==> config.mk <==
export PLATFORM = sky130hd
export DESIGN_NAME = load_unit
export DESIGN_NICKNAME = d
export VERILOG_FILES = /design/src/rtl/load_store_pkg.sv /design/src/rtl/load_extract.sv /design/src/rtl/load_unit.sv
export SDC_FILE = /design/constraint.sdc
export NUM_CORES = 1
export LEC_CHECK = 0
export BUFFER_PORTS_ARGS = -buffer_cell sky130_fd_sc_hd__buf_2
export CAP_MARGIN = 15
export CORE_MARGIN = 4
export CORE_UTILIZATION = 48
export CTS_BUF_LIST = sky130_fd_sc_hd__clkbuf_2
export DETAILED_ROUTE_END_ITERATION = 12
export PLACE_DENSITY = 0.89
export SYNTH_ARGS = -nofsm -noshare
export SYNTH_HDL_FRONTEND = slang
export SYNTH_SLANG_ARGS = --single-unit
==> constraint.sdc <==
create_clock -name clk -period 1.6 [get_ports clk]
set_clock_uncertainty 0.05 [all_clocks]
set_input_delay 0.32 -clock clk [delete_from_list [all_inputs] [get_ports clk]]
set_output_delay 0.32 -clock clk [all_outputs]
set_load 0.01 [all_outputs]
==> src/rtl/load_store_pkg.sv <==
// Encodings shared by the load unit and the store-merge logic: load kinds,
// load FSM states and the wait-counter width.
package load_store_pkg;

    localparam int COUNT_W = 4;

    typedef enum logic [1:0] {
        LT_LW   = 2'b00,
        LT_LH   = 2'b01,
        LT_LB   = 2'b10,
        LT_RSVD = 2'b11
    } load_type_e;

    typedef enum logic [2:0] {
        IDLE    = 3'd0,
        ADDR    = 3'd1,
        WAIT    = 3'd2,
        CAPTURE = 3'd3,
        DONE    = 3'd4
    } load_state_e;

    function automatic logic isReserved(input logic [1:0] kind);
        return kind == LT_RSVD;
    endfunction

endpackage

==> src/rtl/load_extract.sv <==
// Lane extraction and zero-extension of a memory word. Lanes are always the
// low ones, which is where the store-merge path places narrow data.
module load_extract
    import load_store_pkg::*;
(
    input  logic [31:0] word,
    input  load_type_e  load_type,
    output logic [31:0] data
);

    always_comb begin
        data = '0;
        case (load_type)
            LT_LW:   data = word;
            LT_LH:   data = {16'h0, word[15:0]};
            LT_LB:   data = {24'h0, word[7:0]};
            default: data = '0;
        endcase
    end

endmodule

==> src/rtl/load_unit.sv <==
// Single-outstanding load unit: drives the address for MEM_LATENCY cycles,
// captures the returned word and presents the extracted result with a done pulse.
module load_unit
    import load_store_pkg::*;
#(
    parameter int unsigned MEM_LATENCY = 2
) (
    input  logic        clk,
    input  logic        reset,
    input  logic        start,
    input  logic [1:0]  load_type,
    input  logic [31:0] addr,
    input  logic [31:0] mem_rdata,
    output logic [31:0] mem_addr,
    output logic        mem_wr,
    output logic        busy,
    output logic        done,
    output logic        error,
    output logic [31:0] data_out
);

    // ADDR covers the first latency cycle, so WAIT only spans the remaining ones
    localparam logic [COUNT_W-1:0] WAIT_LAST =
        (MEM_LATENCY > 1) ? COUNT_W'(MEM_LATENCY - 2) : '0;

    load_state_e          state_q;
    load_type_e           loadType_q;
    logic [COUNT_W-1:0]   count_q;
    logic [31:0]          memAddr_q;
    logic [31:0]          dataOut_q;
    logic                 busy_q;
    logic                 done_q;
    logic                 error_q;
    logic [31:0]          dataOut_d;

    load_extract uExtract (
        .word      (mem_rdata),
        .load_type (loadType_q),
        .data      (dataOut_d)
    );

    always_ff @(posedge clk) begin
        if (reset) begin
            state_q    <= IDLE;
            loadType_q <= LT_LW;
            count_q    <= '0;
            memAddr_q  <= '0;
            dataOut_q  <= '0;
            busy_q     <= 1'b0;
            done_q     <= 1'b0;
            error_q    <= 1'b0;
        end else begin
            done_q  <= 1'b0;
            error_q <= 1'b0;
            case (state_q)
                IDLE: begin
                    if (start) begin
                        busy_q <= 1'b1;
                        // Reserved kinds finish immediately without touching memory
                        if (isReserved(load_type)) begin
                            done_q  <= 1'b1;
                            error_q <= 1'b1;
                            state_q <= DONE;
                        end else begin
                            memAddr_q  <= addr;
                            loadType_q <= load_type_e'(load_type);
                            state_q    <= ADDR;
                        end
                    end
                end
                ADDR: begin
                    count_q <= '0;
                    if (MEM_LATENCY > 1) begin
                        state_q <= WAIT;
                    end else begin
                        state_q <= CAPTURE;
                    end
                end
                WAIT: begin
                    if (count_q == WAIT_LAST) begin
                        state_q <= CAPTURE;
                    end else begin
                        count_q <= count_q + COUNT_W'(1);
                    end
                end
                CAPTURE: begin
                    dataOut_q <= dataOut_d;
                    done_q    <= 1'b1;
                    state_q   <= DONE;
                end
                DONE: begin
                    busy_q    <= 1'b0;
                    memAddr_q <= '0;
                    count_q   <= '0;
                    state_q   <= IDLE;
                end
                default: begin
                    busy_q    <= 1'b0;
                    memAddr_q <= '0;
                    count_q   <= '0;
                    state_q   <= IDLE;
                end
            endcase
        end
    end

    assign mem_addr = memAddr_q;
    assign mem_wr   = 1'b0;
    assign busy     = busy_q;
    assign done     = done_q;
    assign error    = error_q;
    assign data_out = dataOut_q;

endmodule

== After elaboration in Yosys (flattened, before gate mapping) ==
Index checks and enable logic that the tools add are counted.

* Bits in registers: 76
* Bits of input ports: 69
* Output and inout bits: 68
* Logic and storage cells: 49

* $add $sub $neg: 1
* Eq/ne operators: 10
* Mux-type cells: 15
* Bitwise gates (word level): 4
* Reductions and logical operators: 11

{| class="wikitable"
|+ Operator list
! operator !! count
|-
| 32-bit one-hot mux with 3 select lines || 1
|-
| 32-bit two-way mux || 2
|-
| 32-bit one-hot mux with 2 select lines || 1
|-
| 3-bit one-hot mux with 4 select lines || 1
|-
| 3-bit two-way mux || 3
|-
| 2-bit inequality test, second input constant || 4
|-
| 4-bit one-hot mux with 2 select lines || 1
|-
| 3-bit by 2-bit == test with 1-bit output, second input constant || 2
|-
| 2-bit AND reduction || 3
|-
| 3-bit AND reduction || 2
|-
| 4-bit by 1-bit adder with 4-bit output, second input constant || 1
|-
| 2-bit == test, second input constant || 2
|-
| 4-bit zero test || 1
|-
| 4-bit two-way mux || 1
|-
| 1-bit NOT || 4
|-
| 1-bit one-hot mux with 2 select lines || 2
|-
| 2-bit OR reduction || 2
|-
| 3-bit by 1-bit == test with 1-bit output, second input constant || 1
|-
| 3-bit zero test || 1
|-
| 1-bit two-way mux || 3
|-
| 3-bit OR reduction || 1
|-
| 2-bit by 1-bit == test with 1-bit output, second input constant || 1
|-
| 2-bit zero test || 1
|}

== Logic depth before layout (Yosys ltp) ==
Gate-level depths: netlist of the first run.

* Depth after elaboration: 4
* Depth in mapped cells: 6
* Gate-level depth less buffers: 5

== By module ==
From an unflattened synthesis of the first run, not the netlist that was laid out.

* Cells, all modules: 389
* Area total of the unflattened synthesis: 3324.4 um^2

{| class="wikitable"
|+ Modules (own cells, without submodules)
! module !! instances !! cells an instance !! area an instance (um^2) !! seq. area each (um^2)
|-
| load_unit || 1 || 352 || 2955.3 || 1521.5
|-
| load_extract || 1 || 37 || 369.1 || 0.0
|}

== Worst setup path before layout of the first run ==
No wires, ideal clock.

* Path kind: register to register
* From: reg count_q[0]
* To: reg count_q[2]
* Setup time: 0.070 ns
* Arrival time: 1.357 ns
* Required time: 1.480 ns
* Slack: 0.123 ns
* Cell stages (with the launch flop): 6
* Buffers on the path: 0
* Clock period less this slack: 1.477 ns
* Cells stage by stage: dfxtp_1 > inv_1 > ha_1 > nor3b_1 > or4_1 > a21oi_1

* Cells in the longest elaborated chain, start to end: 3
* Elaborated cells on any way between the ends: 6
* Classes of those cells: add/sub: 1; eq/ne: 1; mux: 2; reduce/logical: 2

{| class="wikitable"
|+ RTL lines
! what !! RTL line !! RTL
|-
| from (decl) || load_unit.sv:28 || <nowiki>logic [COUNT_W-1:0] count_q;</nowiki>
|-
| from (signal assigned) || load_unit.sv:83 || <nowiki>count_q <= count_q + COUNT_W'(1);</nowiki>
|-
| 4-bit by 1-bit adder with 4-bit output or 4-bit zero test (tied branches) || load_unit.sv:83, load_unit.sv:80 ||
|-
| 4-bit two-way mux or 2-bit inequality test (tied branches) || n/a ||
|-
| 4-bit one-hot mux with 2 select lines or 2-bit AND reduction (tied branches) || n/a ||
|}

Several ways; a longest one is shown, not always the timed one. The select of a mux whose other input is x is not followed.
A chain may end at the register's enable or synchronous reset.

== Worst setup path in the final report of the first run ==
* From: reg state_q[0]
* To: reg memAddr_q[17] (netlist: mem_addr[17])

* Cells in the longest elaborated chain, start to end: 4
* Elaborated cells on any way between the ends: 10
* Classes of those cells: eq/ne: 5; mux: 1; bitwise: 1; reduce/logical: 3

{| class="wikitable"
|+ RTL lines
! what !! RTL line !! RTL
|-
| from (decl) || load_unit.sv:26 || <nowiki>load_state_e state_q;</nowiki>
|-
| from (signal assigned) || load_unit.sv:44 || <nowiki>state_q <= IDLE;</nowiki>
|-
| from (signal assigned) || load_unit.sv:63 || <nowiki>state_q <= DONE;</nowiki>
|-
| from (signal assigned) || load_unit.sv:67 || <nowiki>state_q <= ADDR;</nowiki>
|-
| 3-bit by 2-bit == test with 1-bit output or 3-bit by 1-bit == test with 1-bit output (tied branches) || load_unit.sv:55 || <nowiki>case (state_q)</nowiki>
|-
| 3-bit OR reduction (no source line) || n/a ||
|-
| 1-bit NOT (no source line) || n/a ||
|-
| 3-bit AND reduction (no source line) || n/a ||
|-
| to (signal assigned) || load_unit.sv:65 || <nowiki>memAddr_q <= addr;</nowiki>
|-
| to (decl) || load_unit.sv:29 || <nowiki>logic [31:0] memAddr_q;</nowiki>
|}

Several ways; a longest one is shown, not always the timed one.

==> flow_summary_export.csv, run 1 <==
group,metric,value,unit
run_status,status,"completed",
power_and_ir_drop,peakVddDrop,0.000554,V
worst_hold_path,hold_path_startpoint,"addr[24]",
synthesis,yosysWarnings,0,
setup_path,cp.arrival,1.85,ns
synthesis,syn_area,2900,um2
power_and_ir_drop,p_leak,2.00,nW
floorplanning,rows,28,
synthesis,synth_nets,364,
final_layout,area.growth.synth_to_final,50.5,%
synthesis,synth-edff-count,0,
routing,antenna_left,0,
grt,grt_max_degree,43,
synthesis,synth_cell_type_count,42,
setup_path,required,1.94,ns
floorplanning,die_h,85.7,um
placement,gp_congestion,0.814,
clock_tree,cts_tree,"built",
clock_tree,clock_latency,0.46,ns
final_layout,final_cell_area,4360,um2
grt,grt_use_total,23.1,%
grt,grt_pass1_wl,13.8,mm
grt,gr-total-overflow,0,
timing,fin_crit_sh,94.5,%
synthesis,yosysTopAreaCell,"dfxtp_1",
floorplanning,design.core.area,5890,um2
worst_hold_path,holdPathEnd,"mem_addr[24]",
final_layout,utilization,74.0,%
routing,wl,8.77,mm
routing,routedWlPerCell,15.6,um
setup_path,max_stage_delay,0.39,ns
setup_path,critical_path_class,"reg -> reg",
synthesis,ys_ff_latch,76,
timing,final_max_slew_viol_count,0,
grt,antenna_found_initial,0,
synthesis,synth.area.top_cells,"dfxtp_1 53%, a22o_1 8.8%, a21oi_1 7.1%",
routing,drt_iter0_drc,127,
routing,viasPerCell,5.43,
timing,fin_crit,1.51,ns
clock_tree,numCtsBuffers,9,
synthesis,synth_most_common_cell,"dfxtp_1",
placement,dpl-instance-area,3660,um2
clock_tree,h-tree-depth,3,
setup_path,cp_max_fo,17,
timing,max-slew-margin-rel,64.7,%
power_and_ir_drop,total_power,3.92,mW
synthesis,synth_cells,293,
placement,port_buffers,135,
power_and_ir_drop,powerDensity,899,nW/um2
synthesis,syn-mean-instance-area,9.88,um2
timing,rsz0062_at_grt,"false",
setup_path,cp-end-kind,"register",
routing,dr_total_vias,3056,
floorplanning,ios,137,
final_layout,drive_gt1_share,36.1,%
final_layout,diodes,0,
clock_tree,clockBufferDepth,2,
timing,fmax,662,MHz
final_layout,nets,556,
clock_tree,cts_root_buf,"clkbuf_2",
setup_path,regToRegStartpoint,"state_q[0]",
floorplanning,die_x,85.7,um
setup_path,crit_chain,"buf_4 > nor3b_4 > buf_4 > buf_12 > nand3_1 > a21oi_1",
synthesis,seq_area_frac_synth,52.5,%
timing,setup_viol_count_final,0,
routing,dr.pass1.iters,4,
setup_path,cpMaxStageDelayCell,"dfxtp_1",
synthesis,synth_top_area_share,52.5,%
timing,worst_pin_slew,0.529,ns
synthesis,synth_commonest_cells,"76 x dfxtp_1, 41 x a21oi_1, 36 x nand3_1",
setup_path,path_buf_inv,3,
clock_tree,path_clk_slew,0.18,ns
setup_path,rr_worst_depth,6,
synthesis,synth_flop_cell,"dfxtp_1",
synthesis,ys_async_sr_fraction,0,%
timing,hold_viol,0,
floorplanning,die-area,7340,um2
routing,drc,0,
setup_path,critical-path-top-delay-family,"buffers and inverters",
flow_run,drv_cap,0,
setup_path,r2r_slack,0.09,ns
worst_hold_path,holdPathStages,3,
setup_path,cpMostUsedCell,"buf_4",
placement,hpwl,5.19,mm
setup_path,cp-start-kind,"register",
timing,setup_tns,0,ns
clock_tree,numClockSinks,76,
floorplanning,start_util,49.2,%
grt,first_global_vias,2974,
worst_hold_path,hold_class,"in -> reg",
setup_path,r2r-end,"mem_addr[17]",
## worst register-to-register path, cell delays in order, from the launching register on
cell and delay [ns]:
dfxtp_1 0.39, buf_4 0.20, nor3b_4 0.18, buf_4 0.18, buf_12 0.16, nand3_1 0.11
a21oi_1 0.17
## how the worst max path moves through the flow
stage	from	endpoint	cells after the start
2_1_floorplan	count_q[0]	count_q[2]	5
3_3_place_gp	state_q[1]	mem_addr[1]	5
3_5_place_dp	reset	count_q[3]	4
4_1_cts	state_q[1]	mem_addr[8]	5
5_1_grt	count_q[0]	count_q[2]	5
6_report	state_q[0]	mem_addr[17]	6
## through the flow
| step | hold slack, ns | cells | setup WS [ns] |
|---|---|---|---|
| floorplan | 0.339 | 293 | 0.123 |
| global placement | 0.400 | 490 | 0.150 |
| detailed placement | 0.402 | 490 | 0.0948 |
| CTS | 0.000396 | 557 | 0.0642 |
| global route | 0.0125 | 563 | 0.000511 |
| finish | 0.0563 | 563 | 0.0886 |
## sequential cells by signal (all words and copies together), names as in the netlist
| name | count |
|---|---|
| busy | 1 |
| error | 1 |
| loadType_q | 2 |
| state_q | 3 |
| count_q | 4 |
| mem_addr | 32 |
| done | 1 |
| data_out | 32 |
## power by group
part	internal, mW	switching [mW]	leakage (nW)
registers	2.00	0.0698	0.618
clock network	0.338	0.624	0.0596
logic	0.438	0.445	1.32
total	2.78	1.14	2.00
## layout by cell type, fill, tap and decap left out, types with 2 or more instances in the layout
cell type / netlist / layout
o21ai_0: 3 / 3
buf_12: 0 / 5
clkinv_2: 0 / 2
buf_4: 2 / 12
dlygate4sd3_1: 0 / 55
clkinvlp_4: 0 / 2
clkbuf_2: 0 / 9
nor2_1: 7 / 6
nor3_1: 2 / 2
a21oi_1: 41 / 41
xnor2_1: 2 / 2
a22o_1: 29 / 29
dfxtp_2: 0 / 2
nand2_1: 4 / 4
o21ai_1: 32 / 32
inv_1: 3 / 3
a31oi_1: 2 / 2
nand3_1: 36 / 36
nand4b_1: 2 / 2
nor3b_1: 2 / 2
dfxtp_1: 76 / 74
ha_1: 2 / 2
buf_2: 8 / 135
o31ai_1: 2 / 2
## logic make-up after synthesis
family	share of synthesized area, %
flip-flops	52.5
adder cells (fa/ha/maj)	0.864
XOR/XNOR	0.908
multiplexers	0.346
buffers and inverters	6.57
AND/OR/NAND/NOR	13.5
AO/OA/AOI/OAI	25.1
other	0.130
## per-layer routing
layer  vias to the layer above  global-route usage, %  share of wire (%)
met5                         -                      0                  0
met4                         0                   8.49                1.3
met3                        11                   6.44                9.4
met2                       151                   39.5                 49
met1                      1441                   27.6                 41
li1                       1453                      -                  -
## area by class of cell
class / instances / area (um2)
Tap cell: 75 / 93.8
Inverter: 3 / 11.3
Fill cell: 418 / 1530
Sequential cell: 76 / 1520
Clock inverter: 5 / 55.1
Timing Repair Buffer: 208 / 1440
Multi-Input combinational cell: 187 / 1190
Clock buffer: 9 / 45.0
## what timing repair did
item | in CTS | in global routing
resized for setup | 0 | 2
hold buffers | 53 | 2
setup buffers | 0 | 3
endpoints found under the setup margin | 0 | 20
endpoints found under the hold margin | 53 | 2
Note: power is estimated with default switching activity, not from simulation.
==> inputs of run 2 (changes only) <==
--- a/config.mk
+++ b/config.mk
@@ -5,6 +5,7 @@
 export SDC_FILE = /design/constraint.sdc
 export NUM_CORES = 1
 export LEC_CHECK = 0
+export ABC_AREA = 1
 export BUFFER_PORTS_ARGS = -buffer_cell sky130_fd_sc_hd__buf_2
 export CAP_MARGIN = 15
 export CORE_MARGIN = 4
==> flow_summary_export.csv, run 2 <==
group,metric,value,unit
synthesis,synth_most_common_cell,"nand2_1",
routing,routedWlPerCell,14.9,um
routing,drt_iter0_drc,279,
timing,rsz0062_at_grt,"false",
setup_path,cp.arrival,1.97,ns
floorplanning,die_h,86.0,um
synthesis,synth.area.top_cells,"dfxtp_1 52%, nand3_1 13%, nand2_1 10%",
placement,hpwl,5.48,mm
grt,grt_use_total,25.2,%
floorplanning,die_x,86.0,um
setup_path,cp-end-kind,"register",
floorplanning,die-area,7400,um2
timing,setup_tns,0,ns
grt,antenna_found_initial,0,
setup_path,critPathLaunch,"load_type[1]",
timing,final_max_slew_viol_count,0,
flow_run,drv_cap,0,
power_and_ir_drop,peakVddDrop,0.000592,V
setup_path,regToRegStartpoint,"state_q[1]",
setup_path,cp-start-kind,"input port",
setup_path,required,1.99,ns
final_layout,nFillCells,410,
final_layout,drive_gt1_share,29.4,%
routing,drc,0,
timing,fin_crit_sh,98.9,%
synthesis,syn_area,2920,um2
power_and_ir_drop,p_leak,2.07,nW
timing,hold_viol,0,
synthesis,syn-mean-instance-area,7.92,um2
placement,port_buffers,135,
grt,first_global_vias,3205,
final_layout,area.growth.synth_to_final,49.1,%
final_layout,layout_commonest_cell,"buf_2",
final_layout,diodes,0,
power_and_ir_drop,power_switching,1.22,mW
floorplanning,start_util,49.3,%
placement,gp_congestion,0.805,
synthesis,yosysTopAreaCell,"dfxtp_1",
synthesis,synth_top_area_share,52.1,%
clock_tree,cts_root_buf,"clkbuf_2",
power_and_ir_drop,p_int,3.20,mW
synthesis,seq_area_frac_synth,52.1,%
grt,grt_max_degree,45,
clock_tree,numClockSinks,76,
timing,setup_slack,0.0183,ns
setup_path,critical_path_class,"in -> reg",
routing,antenna_left,0,
power_and_ir_drop,seq_power_share,47.1,%
setup_path,rr_worst_depth,5,
synthesis,yosysWarnings,0,
routing,dr.pass1.iters,6,
setup_path,cp_max_fo,17,
final_layout,nets,624,
clock_tree,numCtsBuffers,9,
timing,fin_crit,1.58,ns
floorplanning,ios,137,
clock_tree,clock_latency,0.49,ns
synthesis,synth_cells,369,
synthesis,synth_commonest_cells,"81 x nand2_1, 76 x dfxtp_1, 73 x nand3_1",
setup_path,r2r-end,"mem_addr[26]",
timing,setup_viol_count_final,0,
final_layout,seq_area,1520,um2
synthesis,ys_ff_latch,76,
synthesis,synth_flop_cell,"dfxtp_1",
clock_tree,path_clk_slew,0.22,ns
power_and_ir_drop,powerDensity,1020,nW/um2
power_and_ir_drop,comb_power_share,19.1,%
grt,grt_pass1_wl,15.1,mm
worst_hold_path,hold_class,"in -> reg",
grt,gr-total-overflow,0,
synthesis,synth_nets,440,
synthesis,synth-edff-count,0,
run_status,status,"completed",
placement,dp_worst_setup_slack,0.142,ns
floorplanning,design.core.area,5920,um2
clock_tree,cts_tree,"built",
clock_tree,post-cts-setup-buffer-count,0,
clock_tree,h-tree-depth,3,
routing,wl,9.42,mm
setup_path,r2r_slack,0.10,ns
synthesis,ys_async_sr_fraction,0,%
routing,viasPerCell,5.32,
synthesis,synth_cell_type_count,25,
clock_tree,clockBufferDepth,2,
floorplanning,rows,28,
final_layout,layout_common_cells,"135 x buf_2, 81 x nand2_1, 76 x dfxtp_1, 73 x nand3_1, 55 x dlygate4sd3_1",
power_and_ir_drop,clockPowerShare,33.8,%
power_and_ir_drop,switching_share,27.7,%
timing,fmax,632,MHz
final_layout,multi_input_area,1210,um2
setup_path,worstSetupEndpoint,"mem_addr[26]",
routing,dr_total_vias,3370,
-- run 2: cell types whose count changed in the layout (fill, tap and decap cells not counted), sizes merged, moves of 3 or more --
| cell | delta |
|---|---|
| nand2 | +76 |
| bufinv | +3 |
| nand3 | +38 |
| buf | -10 |
| a22o | -29 |
| nor3b | -3 |
| nor2 | +8 |
| inv | +14 |
-- run 2: worst min path at each step --
stage,to,cells past startpoint,startpoint,slack [ns]
2_1_floorplan,data_out[19],2,mem_rdata[19],0.41
3_3_place_gp,data_out[30],2,data_out[30],0.41
3_5_place_dp,data_out[31],2,data_out[31],0.41
4_1_cts,data_out[1],3,mem_rdata[1],0.0008
5_1_grt,data_out[17],3,mem_rdata[17],0.008
6_report,data_out[1],3,mem_rdata[1],0.02
-- run 2: cell families (layout without fill, tap and decap cells) --
family	after synthesis	in the layout	synth area share, %
AOI/OAI and AO/OA	75	75	12.8
adders and majority gates	2	2	0.856
buffers and inverters	41	229	6.81
DFF	76	76	52.1
other	1	1	0.128
and+or+nand+nor	174	175	27.3
-- run 2: critical path, stage by stage --
cell           delay, ns
dlygate4sd3_1       0.55
buf_2               0.13
nand2_1             0.14
nand3_4             0.15
nor2_4              0.40
nand2_1             0.11
a21oi_1             0.15
-- run 2: metrics by stage --
stage | hold WS (ns) | utilization, % | power [mW] | cell area, um2 | instances
finish | 0.0175 | 73.6 | 4.42 | 4360 | 633
global route | 0.00840 | 73.6 | 4.64 | 4360 | 633
CTS | 0.000801 | 73.3 | 4.39 | 4340 | 632
detailed placement | 0.415 | 60.9 | 2.81 | 3600 | 561
global placement | 0.408 | 60.9 | 2.79 | 3600 | 561
floorplan | 0.411 | - | 2.56 | 2920 | 369
-- run 2: repair_timing --
item                                    CTS  global route
endpoints found under the hold margin    55             0
hold buffers                             55             0
resized for setup                         0             3
endpoints found under the setup margin    0            13
-- run 2: routing by layer --
metal,part of all wire [%],GRT usage (%),up-vias
met2,48,41.8,209
met5,0,0,-
met3,11,6.92,20
li1,-,-,1609
met1,39,31.2,1532
met4,1.6,9.35,0
-- run 2: layout make-up --
class	count	share of cell area (%)
Timing Repair Buffer	197	29.4
Multi-Input combinational cell	253	27.8
Clock inverter	7	3.16
Inverter	16	1.44
Sequential cell	76	34.9
Clock buffer	9	1.03
Tap cell	75	2.15
-- run 2: power groups by stage --
stage | clock (mW) | sequential [mW] | combinational [mW]
2_1_floorplan | 0 | 2.16 | 0.396
3_3_place_gp | 0 | 2.11 | 0.677
3_5_place_dp | 0 | 2.12 | 0.695
4_1_cts | 1.52 | 2.08 | 0.798
5_1_grt | 1.60 | 2.10 | 0.933
6_report | 1.50 | 2.08 | 0.845
